## src/rtl/uart_msg_pkg.sv

```systemverilog
// uart_msg_pkg: shared state type, message text, trigger decode and table-slicing helpers
package uart_msg_pkg;

    typedef enum logic [1:0] {IDLE, FETCH, SEND, DONE} state_t;

    localparam logic [7:0] ABORT_CHAR_DEF = 8'h1B;

    localparam logic [63:0]  TXT_H = "Hi there";
    localparam logic [63:0]  TXT_W = "Welcome!";
    localparam logic [111:0] TXT_S = "Status: all ok";
    localparam logic [159:0] TXT_V = "Version 1.2.3 ready.";

    // Text is stored MSB-first in the packed literals; gaps between messages read as zero
    function automatic logic [7:0] rom_byte(input int a);
        if (a < 8) return TXT_H[8*(7-a) +: 8];
        if (a < 16) return TXT_W[8*(15-a) +: 8];
        if (a < 30) return TXT_S[8*(29-a) +: 8];
        if (a >= 32 && a < 52) return TXT_V[8*(51-a) +: 8];
        return 8'h00;
    endfunction

    // Returns {hit, idx}; scanning downward lets the lowest matching index win
    function automatic logic [4:0] trig_match(input logic [7:0] b, input logic [127:0] trig, input int n);
        trig_match = '0;
        for (int i = n - 1; i >= 0; i--)
            if (trig[8*i +: 8] == b) trig_match = {1'b1, 4'(i)};
    endfunction

    function automatic logic [15:0] field(input logic [255:0] v, input int w, input int i);
        return 16'((v >> (w * i)) & ~({256{1'b1}} << w));
    endfunction

endpackage

```

## src/rtl/msg_char_rom.sv

```systemverilog
// msg_char_rom: synchronous character ROM holding the message text, one cycle read latency
module msg_char_rom import uart_msg_pkg::*; #(
    parameter int ROM_DEPTH = 64,
    parameter int ADDR_W    = $clog2(ROM_DEPTH)
) (
    input  logic              clk,
    input  logic [ADDR_W-1:0] addr,
    output logic [7:0]        data
);

    always_ff @(posedge clk)
        data <= (int'(addr) < ROM_DEPTH) ? rom_byte(int'(addr)) : 8'h00;

endmodule

```

## src/rtl/uart_msg_dispatcher.sv

```systemverilog
// uart_msg_dispatcher: streams a ROM message to the UART TX for each trigger byte received
module uart_msg_dispatcher import uart_msg_pkg::*; #(
    parameter int                         NUM_MSGS   = 4,
    parameter int                         ROM_DEPTH  = 64,
    parameter int                         ADDR_W     = $clog2(ROM_DEPTH),
    parameter int                         LEN_W      = 6,
    parameter logic [NUM_MSGS*8-1:0]      TRIGGERS   = {"v", "s", "w", "h"},
    parameter logic [NUM_MSGS*ADDR_W-1:0] MSG_START  = {6'd32, 6'd16, 6'd8, 6'd0},
    parameter logic [NUM_MSGS*LEN_W-1:0]  MSG_LEN    = {6'd20, 6'd14, 6'd8, 6'd8},
    parameter logic [7:0]                 ABORT_CHAR = ABORT_CHAR_DEF
) (
    input  logic       clk,
    input  logic       rst,
    input  logic [7:0] rx_data,
    input  logic       new_rx_data,
    input  logic       tx_busy,
    output logic [7:0] tx_data,
    output logic       new_tx_data,
    output logic       busy,
    output logic [3:0] active_id,
    output logic       msg_done,
    output logic       aborted,
    output logic       err_unknown
);

    state_t            state, state_n;
    logic [ADDR_W-1:0] addr, addr_n;
    logic [LEN_W-1:0]  rem, rem_n;
    logic [3:0]        id_n, pend_id, pend_id_n, ld_id;
    logic              pend_v, pend_v_n, abrt, abrt_n, ld;
    logic [4:0]        m;
    logic              rx_abort, rx_trig, strobe;

    msg_char_rom #(.ROM_DEPTH(ROM_DEPTH), .ADDR_W(ADDR_W)) u_rom (.clk(clk), .addr(addr), .data(tx_data));

    assign m           = trig_match(rx_data, 128'(TRIGGERS), NUM_MSGS);
    assign rx_abort    = new_rx_data && rx_data == ABORT_CHAR;
    assign rx_trig     = new_rx_data && !rx_abort && m[4];
    assign strobe      = state == SEND && !tx_busy;
    assign new_tx_data = strobe;
    assign msg_done    = state == DONE;
    assign aborted     = msg_done && abrt;
    assign busy        = state != IDLE || pend_v;

    always_comb begin
        state_n   = state;
        addr_n    = addr;
        rem_n     = rem;
        id_n      = active_id;
        pend_v_n  = pend_v;
        pend_id_n = pend_id;
        abrt_n    = abrt;
        ld        = 1'b0;
        ld_id     = m[3:0];
        if (strobe) begin
            addr_n  = addr + ADDR_W'(1);
            rem_n   = rem - LEN_W'(1);
            state_n = rem == LEN_W'(1) ? DONE : FETCH;
        end
        if (state == FETCH) state_n = SEND;
        case (state)
            IDLE: ld = rx_trig;
            FETCH, SEND: begin
                if (rx_abort) begin
                    state_n  = DONE;
                    abrt_n   = 1'b1;
                    pend_v_n = 1'b0;
                end else if (rx_trig) begin
                    pend_v_n  = 1'b1;
                    pend_id_n = m[3:0];
                end
            end
            DONE: begin
                state_n = IDLE;
                if (rx_abort) pend_v_n = 1'b0;
                else if (pend_v) begin
                    ld        = 1'b1;
                    ld_id     = pend_id;
                    pend_v_n  = rx_trig;
                    pend_id_n = m[3:0];
                end else ld = rx_trig;
            end
        endcase
        if (ld) begin
            id_n    = ld_id;
            addr_n  = ADDR_W'(field(256'(MSG_START), ADDR_W, int'(ld_id)));
            rem_n   = LEN_W'(field(256'(MSG_LEN), LEN_W, int'(ld_id)));
            abrt_n  = 1'b0;
            state_n = rem_n == '0 ? DONE : FETCH;
        end
    end

    always_ff @(posedge clk) begin
        if (rst) begin
            state       <= IDLE;
            addr        <= '0;
            rem         <= '0;
            active_id   <= '0;
            pend_v      <= 1'b0;
            pend_id     <= '0;
            abrt        <= 1'b0;
            err_unknown <= 1'b0;
        end else begin
            state       <= state_n;
            addr        <= addr_n;
            rem         <= rem_n;
            active_id   <= id_n;
            pend_v      <= pend_v_n;
            pend_id     <= pend_id_n;
            abrt        <= abrt_n;
            err_unknown <= new_rx_data && !rx_abort && !m[4];
        end
    end

endmodule

```

## config.mk

```make
export PLATFORM = sky130hd
export DESIGN_NAME = uart_msg_dispatcher
export DESIGN_NICKNAME = d
export VERILOG_FILES = /design/src/rtl/uart_msg_pkg.sv /design/src/rtl/msg_char_rom.sv /design/src/rtl/uart_msg_dispatcher.sv
export SDC_FILE = /design/constraint.sdc
export NUM_CORES = 1
export LEC_CHECK = 0
export ABC_AREA = 1
export BUFFER_PORTS_ARGS = -buffer_cell sky130_fd_sc_hd__buf_2
export CAP_MARGIN = 0
export CORE_MARGIN = 5
export CORE_UTILIZATION = 55
export CTS_BUF_LIST = sky130_fd_sc_hd__clkbuf_4 sky130_fd_sc_hd__clkbuf_8
export DETAILED_ROUTE_END_ITERATION = 8
export PLACE_DENSITY = 0.86
export SETUP_SLACK_MARGIN = 0.15
export SLEW_MARGIN = 30
export SYNTH_ARGS = -nofsm -noshare
export SYNTH_HDL_FRONTEND = slang
export SYNTH_SLANG_ARGS = --single-unit
```

## constraint.sdc

```tcl
create_clock -name clk -period 1.88 [get_ports clk]
set_input_delay 0.564 -clock clk [delete_from_list [all_inputs] [get_ports clk]]
set_output_delay 0.564 -clock clk [all_outputs]
set_load 0.02 [all_outputs]
```

==> qor.csv <==
metric,value,unit
internal_power,788,uW
grt_pass1_wl,11700,um
die_area,0.00608,mm2
antenna_found_initial,0,
io_buffers,25,
status,completed,
nFillCells,309,
clock.fmax,0.560,GHz
clk_root_buffer_cell,clkbuf_8,
utilization,0.755,
arrival,1220,ps
synth_top_family_by_area,simple AND/OR/NAND/NOR gates,
yosys.area_share.simple,0.404,
ys_seq_area_frac,0.221,
cts_tree,built,
hold_viol,0,
hold_path_class,register to register,
firstDrtPassIters,5,
p_clk_frac,0.304,
grt_max_degree,15,
clk_pin_slew,90,ps
netlist_instances,415,
synth_area,0.00254,mm2
synthFlopType,dfxtp_1,
drive_gt1_frac,0.330,
cap_violations,0,
slowest_delay,370,ps
power_switching,271,uW
drv_slew,0,
chipWidth,78.0,um
seqPwrFrac,0.565,
drt-initial-drc-count,274,
synth_mux_area_frac,0,
syn2layout_area_growth,31.2,%
pwr-share-comb,0.131,
cts_buffer_depth,2,
ys_ff_latch,28,
final_nets,504,
dp_hpwl,5150,um
yosysWarnings,0,
vias,3020,
antenna_left,0,
drc,0,
synth_top_area_share,0.221,
numCtsBuffers,3,
grt_usage,0.226,
synthArstFlopShare,0,
fin_crit,1790,ps
power_leakage,1.54,nW
synth_edf_count,0,
crit_path_end_kind,output port,
grt_pass1_vias,2618,
worstPathRequired,1320,ps
synthDistinctLibCells,43,
htree_levels,1,
synth_top_cell_by_area,dfxtp_1,
startpoint_type,register,
routedWlPerCell,14.2,um
avgSynthCellArea,6.12,um2
row_count,24,
vdd_ir_drop_max,281,uV
setup_slack,94.1,ps
cp_max_fo,3,
synthAdderAreaFrac,0.0837,
fp.dieH,78.0,um
num_io_pins,29,
crit_path_cell_trace,inv_6 > ha_4 > inv_4 > or2_4 > buf_6,
gp_congestion,1.00,
initial_core_util,0.576,
period_share,0.950,
viasPerCell,5.75,
rsz0062_at_grt,yes,
n_antenna_cell,0,
core,0.00441,mm2
clk_latency,270,ps
worstSetupPathType,register to output port,
pre_cts_ws,-141,ps
skew,6.37,ps
synth-compound-area-share,0.171,
pwr_density_cell,318,mW/mm2
grt_overflow,0,
synth_xor_area_frac,0.0172,
wirelength,7450,um
setup_viol,0,
synthTopCellsByArea,"dfxtp_1 22%, nand2_1 16%, nor2_1 8.4%",
cts_sinks,28,
critPathSlowestCell,dfxtp_4,
switching_share,0.256,
path summary, 6_finish.rpt:
kind | from | endpoint | slack, ps | cells after the start
worst max-delay path | state[0]$_SDFF_PP0_ | busy | 90 | 5
worst min-delay path | active_id[1]$_SDFFE_PP0P_ | active_id[1]$_SDFFE_PP0P_ | 470 | 2
worst max register to register | addr[1]$_SDFFE_PP0P_ | u_rom.data[4]$_DFF_P_ | 220 | 8
worst min register to register | active_id[1]$_SDFFE_PP0P_ | active_id[1]$_SDFFE_PP0P_ | 470 | 2
critical path: cells and delay by family, from the launching register on:
| family | cells | cell delay [ps] |
|---|---|---|
| fa+ha+maj | 1 | 130 |
| buf+inv | 3 | 230 |
| flops | 1 | 370 |
| simple gates | 1 | 220 |
Yosys cell counts, drive strengths merged, types with 2 or more instances:
cell / instances
a21boi: 2
a21oi: 25
buf: 8
clkbuf: 7
clkinv: 2
dfxtp: 28
ha: 17
inv: 44
nand2: 117
nand3: 28
nand4: 7
nor2: 62
nor3: 7
nor4: 2
o211ai: 5
o21ai: 36
o31ai: 2
or2: 3
xnor2: 2
xor2: 3
flip-flops by register name (all words and copies together) (netlist names):
| name | cells |
|---|---|
| abrt | 1 |
| active_id | 2 |
| addr | 6 |
| err_unknown | 1 |
| pend_id | 2 |
| pend_v | 1 |
| rem | 6 |
| state | 2 |
| u_rom.data | 7 |
cell families (layout without fill, tap and decap cells):
| logic type | Yosys count | count (layout) |
|---|---|---|
| buffers and inverters | 61 | 116 |
| adder cells (fa/ha/maj) | 17 | 17 |
| other | 1 | 3 |
| flip-flops | 28 | 28 |
| AO/OA/AOI/OAI | 76 | 76 |
| XOR/XNOR | 5 | 5 |
| AND/OR/NAND/NOR | 227 | 228 |
through the flow:
stage / std cells / setup TNS (ps) / instance area [um2] / hold WS [ps] / power (mW)
after floorplan: 417 / 0 / 2560 / 455 / 0.700
after global placement: 509 / -38.6 / 2880 / 448 / 0.734
after detailed placement: 509 / -738 / 2880 / 449 / 0.737
final: 525 / 0 / 3330 / 471 / 1.06
after CTS: 518 / 0 / 3060 / 473 / 1.06
after global routing: 525 / 0 / 3330 / 516 / 1.11
power by group through the flow:
stage / Combinational [mW] / Sequential [mW] / Clock [mW]
final: 0.139 / 0.598 / 0.321
after global routing: 0.153 / 0.600 / 0.358
after CTS: 0.123 / 0.600 / 0.331
after detailed placement: 0.119 / 0.618 / 0
after global placement: 0.116 / 0.618 / 0
after floorplan: 0.0751 / 0.625 / 0
cell usage in the layout, fill, tap and decap left out, types with 2 or more instances in the layout:
| cell | n |
|---|---|
| nand2_1 | 92 |
| nor2_1 | 50 |
| buf_4 | 39 |
| inv_1 | 30 |
| a21oi_1 | 23 |
| nand3_1 | 23 |
| buf_2 | 22 |
| o21ai_0 | 21 |
| dfxtp_1 | 21 |
| nand2_2 | 20 |
| ha_1 | 10 |
| inv_2 | 8 |
| o21ai_1 | 8 |
| o21ai_2 | 7 |
| nand4_1 | 7 |
| nor2_4 | 7 |
| ha_4 | 7 |
| nand2_4 | 6 |
| nor3_1 | 6 |
| buf_6 | 6 |
| nor2_2 | 5 |
| o211ai_1 | 5 |
| dfxtp_4 | 5 |
| inv_4 | 4 |
| nand3_4 | 3 |
| xor2_1 | 3 |
| conb_1 | 3 |
| clkbuf_8 | 3 |
| inv_6 | 2 |
| xnor2_1 | 2 |
| nand3_2 | 2 |
| or2_4 | 2 |
| clkinv_1 | 2 |
| o31ai_1 | 2 |
| dfxtp_2 | 2 |
routing by layer:
layer	up-vias	wire, um	global-route usage
met2	156	3610	0.389
met4	0	289	0.0693
met3	36	509	0.0301
met1	1368	3050	0.291
met5	-	0	0
li1	1460	-	-
what timing repair did:
item | in CTS | in global routing
hold buffers | 0 | 0
setup buffers | 6 | 6
gates resized for setup | 32 | 68
cloned | 0 | 1
endpoints found under the setup margin | 11 | 22
pin swaps | 3 | 22
cell type report:
class,instances,area [um2],area share
Inverter,46,193,0.0578
Tap cell,52,65.1,0.0195
Timing Repair Buffer,67,470,0.141
Multi-Input combinational cell,329,1980,0.595
Clock buffer,3,41.3,0.0124
Sequential cell,28,582,0.174
No activity file was read; power rests on OpenSTA's default activity.
